===== src/rtl/button_conditioner.sv =====
// -----------------------------------------------------------------------------
// button_conditioner
//
// Conditions the raw board push-buttons that drive the SLC-3 Run/Continue
// inputs. Each channel is handled on its own:
//   1. A SYNC_STAGES-deep flip-flop synchronizer brings the asynchronous
//      active-low button into the Clk domain.
//   2. A four-state debounce FSM commits a new level only after it has been
//      seen for DEBOUNCE_CYCLES consecutive synchronized samples.
//   3. Registered outputs give the committed level and one-cycle press and
//      release pulses.
//
// Optional feature (compile-time macro BTN_AUTO_REPEAT_EN):
//   When defined, a held button emits another btn_press pulse every
//   REPEAT_CYCLES cycles after the initial press pulse. When undefined there
//   is no repeat logic and each committed press gives exactly one pulse.
//
// Ports
//   Clk          in   1        system clock (50 MHz on the board)
//   Reset        in   1        synchronous, active-high reset
//   btn_n_raw    in   NUM_BTN  raw asynchronous buttons, 0 = pressed
//   btn_level    out  NUM_BTN  debounced state, 1 = pressed
//   btn_level_n  out  NUM_BTN  ~btn_level, drives the active-low slc3 inputs
//   btn_press    out  NUM_BTN  one-cycle pulse on a committed press
//   btn_release  out  NUM_BTN  one-cycle pulse on a committed release
//
// Debug visibility: the per-channel FSM state is held in state_q[] (type
// btn_state_e) and the debounce counters in cnt_q[]; both are plain module
// level registers so checkers can bind to them directly.
// -----------------------------------------------------------------------------
module button_conditioner #(
  parameter int NUM_BTN         = 2,
  parameter int SYNC_STAGES     = 2,
  parameter int DEBOUNCE_CYCLES = 500000,
  parameter int REPEAT_CYCLES   = 5000000
) (
  input  logic               Clk,
  input  logic               Reset,
  input  logic [NUM_BTN-1:0] btn_n_raw,
  output logic [NUM_BTN-1:0] btn_level,
  output logic [NUM_BTN-1:0] btn_level_n,
  output logic [NUM_BTN-1:0] btn_press,
  output logic [NUM_BTN-1:0] btn_release
);

  // ---------------------------------------------------------------------------
  // Parameter sanity checks (elaboration time only)
  // ---------------------------------------------------------------------------
  if (SYNC_STAGES < 2) begin : g_bad_sync
    $error("button_conditioner: SYNC_STAGES must be >= 2");
  end
  if (DEBOUNCE_CYCLES < 1) begin : g_bad_debounce
    $error("button_conditioner: DEBOUNCE_CYCLES must be >= 1");
  end
  if (REPEAT_CYCLES < 1) begin : g_bad_repeat
    $error("button_conditioner: REPEAT_CYCLES must be >= 1");
  end

  // ---------------------------------------------------------------------------
  // Types and constants
  // ---------------------------------------------------------------------------
  typedef enum logic [1:0] {
    ST_RELEASED    = 2'd0,
    ST_CHK_PRESS   = 2'd1,
    ST_PRESSED     = 2'd2,
    ST_CHK_RELEASE = 2'd3
  } btn_state_e;

  localparam int CW = $clog2(DEBOUNCE_CYCLES + 1);
  // The CHK states are entered with cnt=1, so reaching DEBOUNCE_CYCLES-1
  // means the new level has been seen on DEBOUNCE_CYCLES consecutive samples
  // (the entering sample plus the ones counted in the CHK state).
  localparam logic [CW-1:0] CNT_LAST = CW'(DEBOUNCE_CYCLES - 1);
  localparam logic [CW-1:0] CNT_ONE  = CW'(1);

`ifdef BTN_AUTO_REPEAT_EN
  localparam int RW = $clog2(REPEAT_CYCLES + 1);
  localparam logic [RW-1:0] RPT_LAST = RW'(REPEAT_CYCLES - 1);
  localparam logic [RW-1:0] RPT_ONE  = RW'(1);
`endif

  // ---------------------------------------------------------------------------
  // State
  // ---------------------------------------------------------------------------
  logic [SYNC_STAGES-1:0] sync_q  [NUM_BTN];
  btn_state_e             state_q [NUM_BTN];
  btn_state_e             state_d [NUM_BTN];
  logic [CW-1:0]          cnt_q   [NUM_BTN];
  logic [CW-1:0]          cnt_d   [NUM_BTN];
`ifdef BTN_AUTO_REPEAT_EN
  logic [RW-1:0]          rpt_q   [NUM_BTN];
  logic [RW-1:0]          rpt_d   [NUM_BTN];
`endif

  logic [NUM_BTN-1:0] s;          // synchronized, inverted: 1 = pressed
  logic [NUM_BTN-1:0] press_d;
  logic [NUM_BTN-1:0] release_d;
  logic [NUM_BTN-1:0] level_d;

  // Last synchronizer stage, inverted so the FSM works in "1 = pressed".
  always_comb begin
    s = '0;
    for (int i = 0; i < NUM_BTN; i++) begin
      s[i] = ~sync_q[i][SYNC_STAGES-1];
    end
  end

  // ---------------------------------------------------------------------------
  // Next-state / output logic
  // ---------------------------------------------------------------------------
  always_comb begin
    press_d   = '0;
    release_d = '0;
    level_d   = '0;
    for (int i = 0; i < NUM_BTN; i++) begin
      state_d[i] = state_q[i];
      cnt_d[i]   = cnt_q[i];
`ifdef BTN_AUTO_REPEAT_EN
      rpt_d[i]   = rpt_q[i];
`endif

      case (state_q[i])
        ST_RELEASED: begin
          if (s[i]) begin
            state_d[i] = ST_CHK_PRESS;
            cnt_d[i]   = CNT_ONE;
          end else begin
            cnt_d[i]   = '0;
          end
        end

        ST_CHK_PRESS: begin
          if (!s[i]) begin
            // Bounce: level went back before it was stable long enough.
            state_d[i] = ST_RELEASED;
            cnt_d[i]   = '0;
          end else if (cnt_q[i] >= CNT_LAST) begin
            state_d[i] = ST_PRESSED;
            cnt_d[i]   = '0;
            press_d[i] = 1'b1;
          end else begin
            cnt_d[i]   = cnt_q[i] + CNT_ONE;
          end
        end

        ST_PRESSED: begin
          if (!s[i]) begin
            state_d[i] = ST_CHK_RELEASE;
            cnt_d[i]   = CNT_ONE;
          end else begin
`ifdef BTN_AUTO_REPEAT_EN
            // Repeat counter only advances while the press is stable.
            if (rpt_q[i] >= RPT_LAST) begin
              rpt_d[i]   = '0;
              press_d[i] = 1'b1;
            end else begin
              rpt_d[i]   = rpt_q[i] + RPT_ONE;
            end
`endif
          end
        end

        ST_CHK_RELEASE: begin
          // The repeat counter is left untouched here so a release bounce
          // resumes the repeat cadence where it stopped.
          if (s[i]) begin
            state_d[i] = ST_PRESSED;
            cnt_d[i]   = '0;
          end else if (cnt_q[i] >= CNT_LAST) begin
            state_d[i]   = ST_RELEASED;
            cnt_d[i]     = '0;
            release_d[i] = 1'b1;
          end else begin
            cnt_d[i]     = cnt_q[i] + CNT_ONE;
          end
        end

        default: begin
          state_d[i] = ST_RELEASED;
          cnt_d[i]   = '0;
        end
      endcase

`ifdef BTN_AUTO_REPEAT_EN
      // Once the press is committed away, the next press starts a fresh
      // repeat period.
      if ((state_d[i] == ST_RELEASED) || (state_d[i] == ST_CHK_PRESS)) begin
        rpt_d[i] = '0;
      end
`endif

      // Level tracks the committed side of the FSM; registering it from the
      // next state aligns its change with the pulse cycle.
      level_d[i] = (state_d[i] == ST_PRESSED) || (state_d[i] == ST_CHK_RELEASE);
    end
  end

  // ---------------------------------------------------------------------------
  // Registers
  // ---------------------------------------------------------------------------
  always_ff @(posedge Clk) begin
    if (Reset) begin
      for (int i = 0; i < NUM_BTN; i++) begin
        // Preset to the released level so no false press follows reset.
        sync_q[i]  <= '1;
        state_q[i] <= ST_RELEASED;
        cnt_q[i]   <= '0;
`ifdef BTN_AUTO_REPEAT_EN
        rpt_q[i]   <= '0;
`endif
      end
      btn_level   <= '0;
      btn_level_n <= '1;
      btn_press   <= '0;
      btn_release <= '0;
    end else begin
      for (int i = 0; i < NUM_BTN; i++) begin
        sync_q[i]  <= {sync_q[i][SYNC_STAGES-2:0], btn_n_raw[i]};
        state_q[i] <= state_d[i];
        cnt_q[i]   <= cnt_d[i];
`ifdef BTN_AUTO_REPEAT_EN
        rpt_q[i]   <= rpt_d[i];
`endif
      end
      btn_level   <= level_d;
      btn_level_n <= ~level_d;
      btn_press   <= press_d;
      btn_release <= release_d;
    end
  end

endmodule


===== config.mk =====
export PLATFORM = sky130hd
export DESIGN_NAME = button_conditioner
export DESIGN_NICKNAME = d
export VERILOG_FILES = /design/src/rtl/button_conditioner.sv
export SDC_FILE = /design/constraint.sdc
export NUM_CORES = 1
export LEC_CHECK = 0
export ABC_AREA = 1
export CAP_MARGIN = 20
export CORE_UTILIZATION = 40
export DETAILED_ROUTE_END_ITERATION = 16
export DONT_BUFFER_PORTS = 1
export PLACE_DENSITY = 0.6
export SLEW_MARGIN = 30
export SYNTH_ARGS = -nofsm -noshare
export SYNTH_HDL_FRONTEND = slang
export SYNTH_SLANG_ARGS = --single-unit

===== constraint.sdc =====
create_clock -name Clk -period 1.6 [get_ports Clk]
set_clock_uncertainty 0.05 [all_clocks]
set_input_delay 0.08 -clock Clk [delete_from_list [all_inputs] [get_ports Clk]]
set_output_delay 0.08 -clock Clk [all_outputs]
set_load 0.01 [all_outputs]

## Word level (Yosys, flattened, before mapping)

Memory sizes are Yosys's and may differ from the RTL's.
Cells that the tools add are included.
Widths: inputs -> output; s select.

| cells by class | value |
|---|---|
| $add $sub $neg | 2 |
| $lt $le $gt $ge | 2 |
| equality and inequality tests | 10 |
| muxes and demuxes | 37 |
| bitwise logic cells | 13 |
| reductions and logical operators | 8 |

Operator list:

| operator | count |
|---|---|
| $mux 19 | 10 |
| $pmux 19 s4 | 2 |
| $add 19x1->19 const B | 2 |
| $ge 19x19->1 const B | 2 |
| $mux 2 | 16 |
| $eq 2x2->1 const B | 8 |
| $pmux 2 s4 | 2 |
| $reduce_or 3->1 | 4 |
| $mux 1 | 7 |
| $not 1->1 | 6 |
| $or 1x1->1 | 6 |
| $eq 2x1->1 const B | 2 |
| $logic_not 2->1 | 2 |
| $logic_or 1x1->1 | 2 |
| $not 2->2 | 1 |

| storage, ports and cells | value |
|---|---|
| register bits after elaboration | 8 |
| RAM bits | 46 |
| input port bits | 4 |
| output and inout bits | 8 |
| logic and storage cells | 81 |
| memories kept | 3 |

Memories:

| memory | words | width | rd ports | clocked after memory_dff | wr ports | RTL line | RTL |
|---|---|---|---|---|---|---|---|
| cnt_q | 2 | 19 | 2 | 0 | 2 | 88 | `logic [CW-1:0] cnt_q [NUM_BTN];` |
| state_q | 2 | 2 | 2 | 0 | 2 | 86 | `btn_state_e state_q [NUM_BTN];` |
| sync_q | 2 | 2 | 2 | 0 | 2 | 85 | `logic [SYNC_STAGES-1:0] sync_q [NUM_BTN];` |

## Depth between registers and ports, before layout

Gate-level depths: netlist of run 1.
An unclocked memory read counts as a cell.

| depth | value |
|---|---|
| depth after elaboration | 8 |
| gate-level depth with buffers | 13 |
| mapped depth without buffers | 12 |

## Worst setup path before layout of run 1

No wires, ideal clock.

| path | value |
|---|---|
| path type | register to register |
| start | mem cnt_q[0][19] (netlist bit) |
| end | mem cnt_q[0][19] (netlist bit) |
| library setup time | 119 ps |
| arrival time | 1448 ps |
| required time | 1431 ps |
| setup slack | -17 ps |
| stages on the path, launching flop included | 12 |
| path buffers | 1 |
| period minus slack after synthesis | 1617 ps |
| cell sequence | dfxtp_1 -> ha_1 -> nand2_2 -> nor2_4 -> nand2_2 -> nor2_1 -> nand2_1 -> nand2_1 -> nor2_2 -> buf_6 -> o21ai_2 -> o21ai_1 |

RTL lines:

| element | RTL line |
|---|---|
| start, declared | 88 |

==> results of run 1 <==
## worst reg2reg max path: cells and delay by family (launching register included)
kind | cells | cell delay (ps)
AND/OR/NAND/NOR | 8 | 600
flip-flops | 1 | 380
buffers and inverters | 2 | 260
adder cells (fa/ha/maj) | 1 | 150
AO/OA/AOI/OAI | 1 | 140
## worst paths after layout
kind,endpoint,cells after the start,from
hold / removal,state_q[0][3],3,Reset
setup reg to reg,state_q[0][2],12,cnt_q[0][19]
setup / recovery,state_q[0][2],12,cnt_q[0][19]
hold reg to reg,sync_q[0][1],1,sync_q[0][0]
## cells in the mapped netlist
cell,instances,area share
o21bai_1,3,0.0074
o21ai_2,2,0.0058
nor2_1,64,0.079
nand2_1,116,0.14
dfxtp_1,52,0.34
o21ai_0,14,0.023
a21oi_1,34,0.056
xnor2_1,1,0.0029
nand3_1,49,0.081
nand2_2,3,0.0062
a21oi_2,1,0.0029
buf_4,4,0.0099
nor3_2,2,0.0066
nor3_1,5,0.0083
nor2_2,13,0.027
nand4_1,22,0.045
buf_2,6,0.0099
nor2_4,4,0.015
clkbuf_1,5,0.0062
nand3_2,1,0.0033
nor4_2,1,0.0041
inv_1,39,0.048
xor2_1,8,0.023
or2_2,6,0.012
nand3b_1,4,0.0099
ha_1,2,0.0083
buf_6,2,0.0074
o21ai_1,1,0.0017
## final cells by class
cell class	instances	area [µm²]
multi-input cells	356	2080
well taps	99	124
clock buffers	5	68.8
repair buffers	94	828
inverters	39	146
flip-flops and latches	52	1070
diodes	1	2.50
clock inverters	3	21.3
fillers	673	2960
## metrics by stage
| step | setup WS, ps | utilization | setup TNS, ps |
|---|---|---|---|
| after floorplan | 32.7 | - | 0 |
| after detailed placement | -301 | 0.483 | -5220 |
| after global routing | -177 | 0.595 | -3290 |
| final | -97.4 | 0.595 | -919 |
| after global placement | -251 | 0.483 | -4220 |
| after CTS | -51.5 | 0.536 | -211 |
## timing repair
item                                    in CTS  in global routing
resized for setup                           27                 97
pin swaps                                   12                 41
hold buffers                                 4                  0
endpoints found under the setup margin      42                 45
endpoints found under the hold margin       37                  0
gates cloned                                 0                  1
buffers inserted                            15                 12
## state kept, by name (all words and copies together), names as in the netlist
register and count:
btn_release 2, btn_level 1, btn_level_n 2, btn_press 2
cnt_q 38, sync_q 4, state_q 3
## where the power goes
group	switching (mW)	leakage (nW)	internal [mW]
registers	0.00606	0.430	1.30
logic	0.0445	1.12	0.0280
clock network	0.471	0.0445	0.312
total	0.522	1.59	1.64
## layer usage
| layer | share of wire | wire (µm) | vias to the layer above |
|---|---|---|---|
| li1 | - | - | 1683 |
| met4 | 0.023 | 206 | 0 |
| met1 | 0.42 | 3810 | 1610 |
| met3 | 0.042 | 387 | 24 |
| met5 | 0 | 0 | - |
| met2 | 0.52 | 4700 | 85 |
## logic make-up after synthesis
| logic type | share of synthesized area |
|---|---|
| AND/OR/NAND/NOR | 0.443 |
| buffers and inverters | 0.0819 |
| AO/OA/AOI/OAI | 0.0972 |
| flip-flops | 0.344 |
| XOR/XNOR | 0.0261 |
| adder cells (fa/ha/maj) | 0.00827 |
==> results.md, run 1 <==
- Vias per cell: 5.24
- GR Layer Usage met2: 0.389
- Largest net degree at the start of global routing: 38
- Final hold violation count: 0
- Least-Margin Pin Slew: just under 500 ps
- Most frequent cells in the layout: nand2_1, buf_4, nor2_1
- Core Box Area: 7290 µm²
- Mapped cell area: 3030 µm²
- Yosys cell types: 28
- CTS tree: done
- Final hold slack: between 30 and 40 ps
- Critical path type: reg -> reg
- VDD IR max: 0.505 mV
- Worst rel slew slack: 0.676
- Clock Path Buffers: 2
- Drt first pass iters: 4
- H-tree Lvls: 2
- Syn Nets: 470
- Die width: 89.0 µm
- Crit Path Max Fanout: 7
- Initial DRC count: about 150
- Delay-heaviest family, CP: simple AND/OR/NAND/NOR gates
- Failing checks: negative setup slack
- RePlAce Congestion: approximately 0.90
- HP Class: in -> reg
- M1 GR Usage: 0.248
- DR WL/cell: 14.0 µm
- CTS clk-pin slew, worst paths: 110 ps
- Final std cells w/o fill: 649
- Total number of vias: 3402
- Post-layout min period: 1700 ps
- Post-DRT Antenna Nets: 0
- Rows: 31
- GRT overflow: 0
- Met3 GRT Util: 0.0397
- Fmax achieved: 0.589 GHz
- Top Ports: 12
- Design Area, Final: around 4300 µm²
- Die area: 7920 µm²
- Initial antenna violation count: 1
- TritonCTS Buffers: 5
- Clock sinks: 52
- GRT Total Usage: 0.212
- Gr busiest metal: met2
- Global-route wire length before repair: 13.1 mm
- Post-Route WL: 9.11 mm
- Critical Path Source Type: register
- Unrepaired setup endpoints after global routing: yes
- Post-Synthesis Cells: between 400 and 500
- Max cap viols: 0
- Initial Util: 0.415
- I/O Buffers: 0
- Vias in the first global route: 3051
- Root Driver: clkbuf_8
- Worst setup slack after layout: -97.4 ps
- Final Cycle Share: 1.06
- Final setup viols: 21
- Detail Placement HPWL: 5.46 mm
- DP Area: 3520 µm²
- # nets final: about 550
- Ys Warns: 0
- # DRC: 0
- Leakage: 1.59 nW
- Clock latency at the later pin of the worst-skew pair: 310 ps
- Worst setup EP type: register
- Status: finished with violations
- Synthesized area per cell: ~6.5 µm²
- Pwr Density: 498 nW/µm²
- Commonest non-fill, non-tap cell in the layout: nand2_1
- Share of layout cells above drive strength 1: 0.379
- CP peak stage delay: roughly 380 ps
- Sequential share of the synthesized area: 0.344
- R2R setup slack: -100 ps
- CP most frequent cell: nand2_2
- Placed insts: 609
- Final slew viol count: 0
- Power Total: 2.16 mW
- CP Data Required Time: 1750 ps
- Flops & latches, synth: 52
- Worst-path cell chain: ha_4, nand2_4, nor2_4, nand2_2, nor2_2, nand2_2, nand2_2, nor2_4, buf_12, buf_6, o21ai_4, nor2_2
- Chip height: 89.0 µm
- Synth-to-Final Area Change: 43.3%
- Bufs and invs on worst path: 2
- Critical path arrival: 1850 ps
- Worst-path cell with the longest stage delay: dfxtp_4
No activity file was read; power rests on OpenSTA's default activity.
==> run 2, diff against run 1 <==
--- a/config.mk
+++ b/config.mk
@@ -10,7 +10,9 @@
 export CORE_UTILIZATION = 40
 export DETAILED_ROUTE_END_ITERATION = 16
 export DONT_BUFFER_PORTS = 1
+export GPL_TIMING_DRIVEN = 0
 export PLACE_DENSITY = 0.6
+export SKIP_LAST_GASP = 1
 export SLEW_MARGIN = 30
 export SYNTH_ARGS = -nofsm -noshare
 export SYNTH_HDL_FRONTEND = slang
==> run 2 against run 1 <==
Effect of this change: the flow still finishes with violations (negative setup slack); register-to-register slack better by 50 ps; via count is 7.9% lower; clock power is 9.6% higher; combinational power is 19% lower; critical path type unchanged; largest cell class unchanged; largest power group unchanged; highest routed layer unchanged.
==> results.md, run 2 (synthesis gave the netlist of run 1 again) <==
- Status: finished with violations
- Failing checks: negative setup slack
- Root Driver: clkbuf_8
- # nets final: 503 (-9.2%)
- Final setup viols: 14 (-33%)
- CTS tree: done
- Top Ports: 12 (unchanged)
- Chip height: 89.0 µm (unchanged)
- Final Cycle Share: 1.03 (-0.0330)
- Final slew viol count: 0 (unchanged)
- Initial DRC count: 219 (+50%)
- Initial Util: 0.415 (unchanged)
- Worst setup EP type: register
- Drt first pass iters: 6 (+2)
- Net Switching: 0.575 mW (+10%)
- Clock latency at the later pin of the worst-skew pair: 320 ps (about the same)
- Dpl ws: -165 ps (+136 ps)
- # DRC: 0 (unchanged)
- Unrepaired setup endpoints after global routing: yes
- Worst setup slack after layout: -44.5 ps (+52.9 ps)
- Max cap viols: 0 (unchanged)
- Post-DRT Antenna Nets: 0 (unchanged)
- Leakage: 1.28 nW (-20%)
- Least-Margin Pin Slew: 590 ps (+104 ps)
- Die width: 89.0 µm (unchanged)
- VDD IR max: 0.362 mV (-28%)
- Register area: 1090 µm² (+2.1%)
- Largest regs: cnt_q x38, sync_q x4, state_q x3
- Final hold violation count: 0 (unchanged)
- Clock sinks: 52 (unchanged)
- Global-route wire length before repair: 12.6 mm (-3.9%)
- Critical Path Source Type: register
- Filler cells: 758 (+13%)
- Clock Path Buffers: 2 (unchanged)
- TritonCTS Buffers: 5 (unchanged)
- Die area: 7920 µm² (unchanged)
- Worst rel slew slack: 0.607 (-0.0686)
- Crit Path Max Fanout: 10 (+3)
- Switching share of power: 0.260 (+0.0181)
- Share of layout cells above drive strength 1: 0.261 (-0.118)
- Most frequent cells in the layout: nand2_1, nor2_1, nand3_1
- Post-layout min period: 1640 ps (-52.9 ps)
- Total number of vias: 3134 (-7.9%)
- H-tree Lvls: 2 (unchanged)
- Critical path type: reg -> reg
- CP Data Required Time: 1800 ps (+50 ps)
- Detail Placement HPWL: 5.41 mm (-0.90%)
- RePlAce Congestion: 0.908 (+1.4%)
- GRT Total Usage: 0.205 (-0.00709)
- Post-Route WL: 8.11 mm (-11%)
- Area of the multi-input gates: 1930 µm² (-6.9%)
- Critical path arrival: 1840 ps (about the same)
- Largest net degree at the start of global routing: 20 (-47%)
- Rows: 31 (unchanged)
- Top reg by flops: cnt_q
- Clock group share of total power: 0.388 (+0.025)
- Pwr Density: 595 nW/µm² (+20%)
- R2R setup slack: -40 ps (+50 ps)
- Commonest non-fill, non-tap cell in the layout: nand2_1
- Fmax achieved: 0.608 GHz (+3.2%)
- Antenna cells: 0 (-1)
- GRT overflow: 0 (unchanged)
- Combinational share of power: 0.027 (-0.007)
- DR WL/cell: 13.6 µm (-3.2%)
- Sequential Power Share: 0.586 (-0.017)
- Initial antenna violation count: 0 (-1)
- Vias in the first global route: 2740 (-10%)
- Max reg flops: 38 (unchanged)
- Core Box Area: 7290 µm² (unchanged)
- CTS clk-pin slew, worst paths: 120 ps (about the same)
- I/O Buffers: 0 (unchanged)
- Vias per cell: 5.25 (+0.15%)
- Total Neg Setup Slack: -283 ps (+636 ps)
- HP Class: in -> reg
- Power Internal: 1.64 mW (about the same)
- Synth-to-Final Area Change: 22.9%
## run 2: worst max-delay path, cell delays in order, from the launching register on
cell and delay (ps):
dfxtp_4 380, ha_4 170, nand2_4 80, nor2_4 50, nand2_2 60, nor2_1 40
nand2_1 80, nand2_2 70, nor2_4 180, buf_6 180, nand4_1 90, a21oi_1 140
## run 2: metrics by stage
stage               hold WS, ps  cells  utilization  power [mW]  area [µm²]
floorplan                   134    464            -        1.37        3030
global placement            137    563        0.432        1.39        3150
detailed placement          136    563        0.432        1.39        3150
CTS                        32.3    583        0.470        2.24        3430
global route               34.9    597        0.510        2.29        3720
finish                     26.5    597        0.510        2.21        3720
## run 2: metal layers
metal / vias up / track usage / wire length [µm]
li1: 1583 / - / -
met5: - / 0 / 0
met1: 1468 / 0.273 / 3790
met2: 72 / 0.343 / 3940
met4: 0 / 0.0635 / 127
met3: 11 / 0.0323 / 256
## run 2: power by group through the flow
stage          Sequential (mW)  Clock (mW)  Combinational [mW]
2_1_floorplan             1.34           0              0.0336
3_3_place_gp              1.34           0              0.0501
3_5_place_dp              1.34           0              0.0504
4_1_cts                   1.31       0.880              0.0576
6_report                  1.30       0.858              0.0590
5_1_grt                   1.30       0.924              0.0642
## run 2: final timing paths
path / startpoint / to / cells after the start
hold / removal: Reset / cnt_q[0][19] / 3
hold reg to reg: sync_q[0][2] / sync_q[0][3] / 1
setup / recovery: cnt_q[0][19] / cnt_q[0][29] / 11
setup reg to reg: cnt_q[0][19] / cnt_q[0][29] / 11
## run 2: timing repair
| action | 4_1_cts | 5_1_grt |
|---|---|---|
| pin swaps | 4 | 23 |
| hold endpoints to repair | 2 | 0 |
| hold buffers | 2 | 0 |
| gates cloned | 1 | 0 |
| resized for setup | 24 | 62 |
| endpoints found under the setup margin | 44 | 48 |
| setup buffers | 9 | 15 |
## run 2: area by class of cell
class                           count  area share
Sequential cell                    52       0.294
Inverter                           39      0.0394
Multi-Input combinational cell    356       0.520
Tap cell                           99      0.0333
Timing Repair Buffer               27      0.0579
Buffer                             16      0.0296
Clock buffer                        5      0.0185
Clock inverter                      3     0.00774
==> run 3, diff against run 2 <==
--- a/config.mk
+++ b/config.mk
@@ -11,9 +11,9 @@
 export DETAILED_ROUTE_END_ITERATION = 16
 export DONT_BUFFER_PORTS = 1
 export GPL_TIMING_DRIVEN = 0
-export PLACE_DENSITY = 0.6
+export PLACE_DENSITY = 0.58
+export REMOVE_ABC_BUFFERS = 1
 export SKIP_LAST_GASP = 1
-export SLEW_MARGIN = 30
 export SYNTH_ARGS = -nofsm -noshare
 export SYNTH_HDL_FRONTEND = slang
 export SYNTH_SLANG_ARGS = --single-unit
==> constraint.sdc (replaced) <==
create_clock -name Clk -period 1.55 [get_ports Clk]
set_clock_uncertainty 0.05 [all_clocks]
set_input_delay 0.0775 -clock Clk [delete_from_list [all_inputs] [get_ports Clk]]
set_output_delay 0.0775 -clock Clk [all_outputs]
set_load 0.01 [all_outputs]
==> run 3 against run 2 <==
Effect of this change: the run still ends with negative setup slack left; critical path depth did not move; sequential share of layout area fell by 2.3 points; wire length rose by 4.8%; non-clock buffer count rose by 1; combinational power rose by 20%; global-route usage rose by 0.66 points; clock power fell by 2%; largest cell class unchanged; largest power group unchanged.
==> results.md, run 3 (synthesis gave the netlist of run 1 again) <==
- Status: finished with violations
- Failing checks: negative setup slack
- Top reg by flops: cnt_q
- Leakage: 1.38 nW (+8.0%)
- Max reg flops: 38 (unchanged)
- Post-DRT Antenna Nets: 0 (unchanged)
- Vias per cell: 5.26 (+0.27%)
- CTS clk-pin slew, worst paths: 110 ps (about the same)
- Initial DRC count: 126 (-42%)
- Post-layout min period: 1660 ps (+15.3 ps)
- Unrepaired setup endpoints after global routing: yes
- Least-Margin Pin Slew: 639 ps (+49.8 ps)
- VDD IR max: 0.440 mV (+22%)
- Worst setup EP type: register
- Most frequent cells in the layout: nand2_1, nor2_1, inv_1
- GRT Total Usage: 0.212 (+0.00657)
- Hold path cells: 3 (unchanged)
- Commonest non-fill, non-tap cell in the layout: nand2_1
- Final Cycle Share: 1.07 (+0.0430)
- Drt first pass iters: 4 (-2)
- Global-route wire length before repair: 12.9 mm (+1.9%)
- TritonCTS Buffers: 5 (unchanged)
- Rows: 31 (unchanged)
- HP Class: in -> reg
- Critical Path Source Type: register
- CTS tree: done
- Post-Route WL: 8.50 mm (+4.8%)
- Max cap viols: 0 (unchanged)
- Detail Placement HPWL: 4.63 mm (-14%)
- Antenna cells: 0 (unchanged)
- GRT overflow: 0 (unchanged)
- Critical path arrival: 1860 ps (+20 ps)
- Power Total: 2.25 mW (+1.8%)
- # nets final: 509 (+1.2%)
- Dpl ws: -784 ps (-619 ps)
- Clock latency at the later pin of the worst-skew pair: 320 ps (about the same)
- Worst setup slack after layout: -110 ps (-65.3 ps)
- Fmax achieved: 0.602 GHz (-0.92%)
- Chip height: 89.0 µm (unchanged)
- Synth-to-Final Area Change: 33.0%
- Clock sinks: 52 (unchanged)
- Initial Util: 0.415 (unchanged)
- CP Data Required Time: 1750 ps (-50 ps)
- Die area: 7920 µm² (unchanged)
- Register-to-Register Path Depth: 11 (unchanged)
- Core Util, Final: 0.552 (+0.0420)
- Core Box Area: 7290 µm² (unchanged)
- Share of layout cells above drive strength 1: 0.349 (+0.0882)
- Critical path type: reg -> reg
- # DRC: 0 (unchanged)
- Total number of vias: 3174 (+1.3%)
- Crit Path Max Fanout: 5 (-5)
- Final setup viols: 32 (+18)
- Clock Path Buffers: 2 (unchanged)
- Vias in the first global route: 2766 (+0.95%)
- Final slew viol count: 0 (unchanged)
- Largest net degree at the start of global routing: 38 (+90%)
- Top Ports: 12 (unchanged)
- Initial antenna violation count: 0 (unchanged)
- Die width: 89.0 µm (unchanged)
- DR WL/cell: 14.1 µm (+3.8%)
- Pwr Density: 560 nW/µm² (-5.9%)
- I/O Buffers: 0 (unchanged)
- Root Driver: clkbuf_8
- RePlAce Congestion: 0.836 (-7.9%)
- Worst rel slew slack: 0.573 (-0.0337)
- Final hold violation count: 0 (unchanged)
- H-tree Lvls: 2 (unchanged)
- Largest regs: cnt_q x38, sync_q x4, state_q x3
==> run 3: metal layers <==
layer,GRT usage,vias to the layer above,wire (µm)
met5,0,-,0
met4,0.0620,0,208
met3,0.0406,21,332
met2,0.380,67,4300
met1,0.258,1486,3660
li1,-,1600,-
==> run 3: area by class of cell <==
class,count,area (µm²)
repair buffers,44,410
multi-input cells,361,2160
well taps,99,124
clock inverters,3,26.3
flip-flops and latches,52,1090
fillers,697,3270
clock buffers,5,68.8
inverters,39,146
==> run 3: worst paths after layout <==
kind                                     end    startpoint  slack, ps
worst max-delay path            cnt_q[0][35]  cnt_q[0][20]       -110
worst max register to register  cnt_q[0][35]  cnt_q[0][20]       -110
worst min register to register  sync_q[0][1]  sync_q[0][0]        370
worst min-delay path            btn_level[0]         Reset        190
==> run 3: report_power, final <==
| group | internal (mW) | switching [mW] |
|---|---|---|
| clock | 0.331 | 0.509 |
| combinational | 0.0256 | 0.0451 |
| sequential | 1.33 | 0.00825 |
| total | 1.69 | 0.562 |
==> run 3: critical path, stage by stage (launching register included) <==
cell and delay (ps):
dfxtp_4 370, ha_4 170, nand2_4 60, nor2_4 40, nand2_2 80, nor2_2 50, nand2_2 80, nand2_4 80
buf_12 140, nor2_4 220, nand3_1 130, a21oi_2 120
==> run 3: stage by stage <==
step | cells | hold WS (ps) | TNS (ps) | cell area [µm²]
final | 603 | 187 | -1720 | 4020
after global routing | 603 | 199 | -4470 | 4020
after CTS | 587 | 166 | -557 | 3600
after detailed placement | 547 | 104 | -20670 | 3060
after global placement | 546 | 100 | -22400 | 3050
after floorplan | 447 | 96.6 | -4920 | 2920
==> run 3: repair_timing <==
| item | CTS | global route |
|---|---|---|
| gates resized for setup | 54 | 78 |
| pin swaps | 16 | 39 |
| hold buffers | 4 | 0 |
| setup endpoints to repair | 48 | 45 |
| hold endpoints to repair | 37 | 0 |
| cloned | 5 | 0 |
| buffers inserted | 23 | 16 |
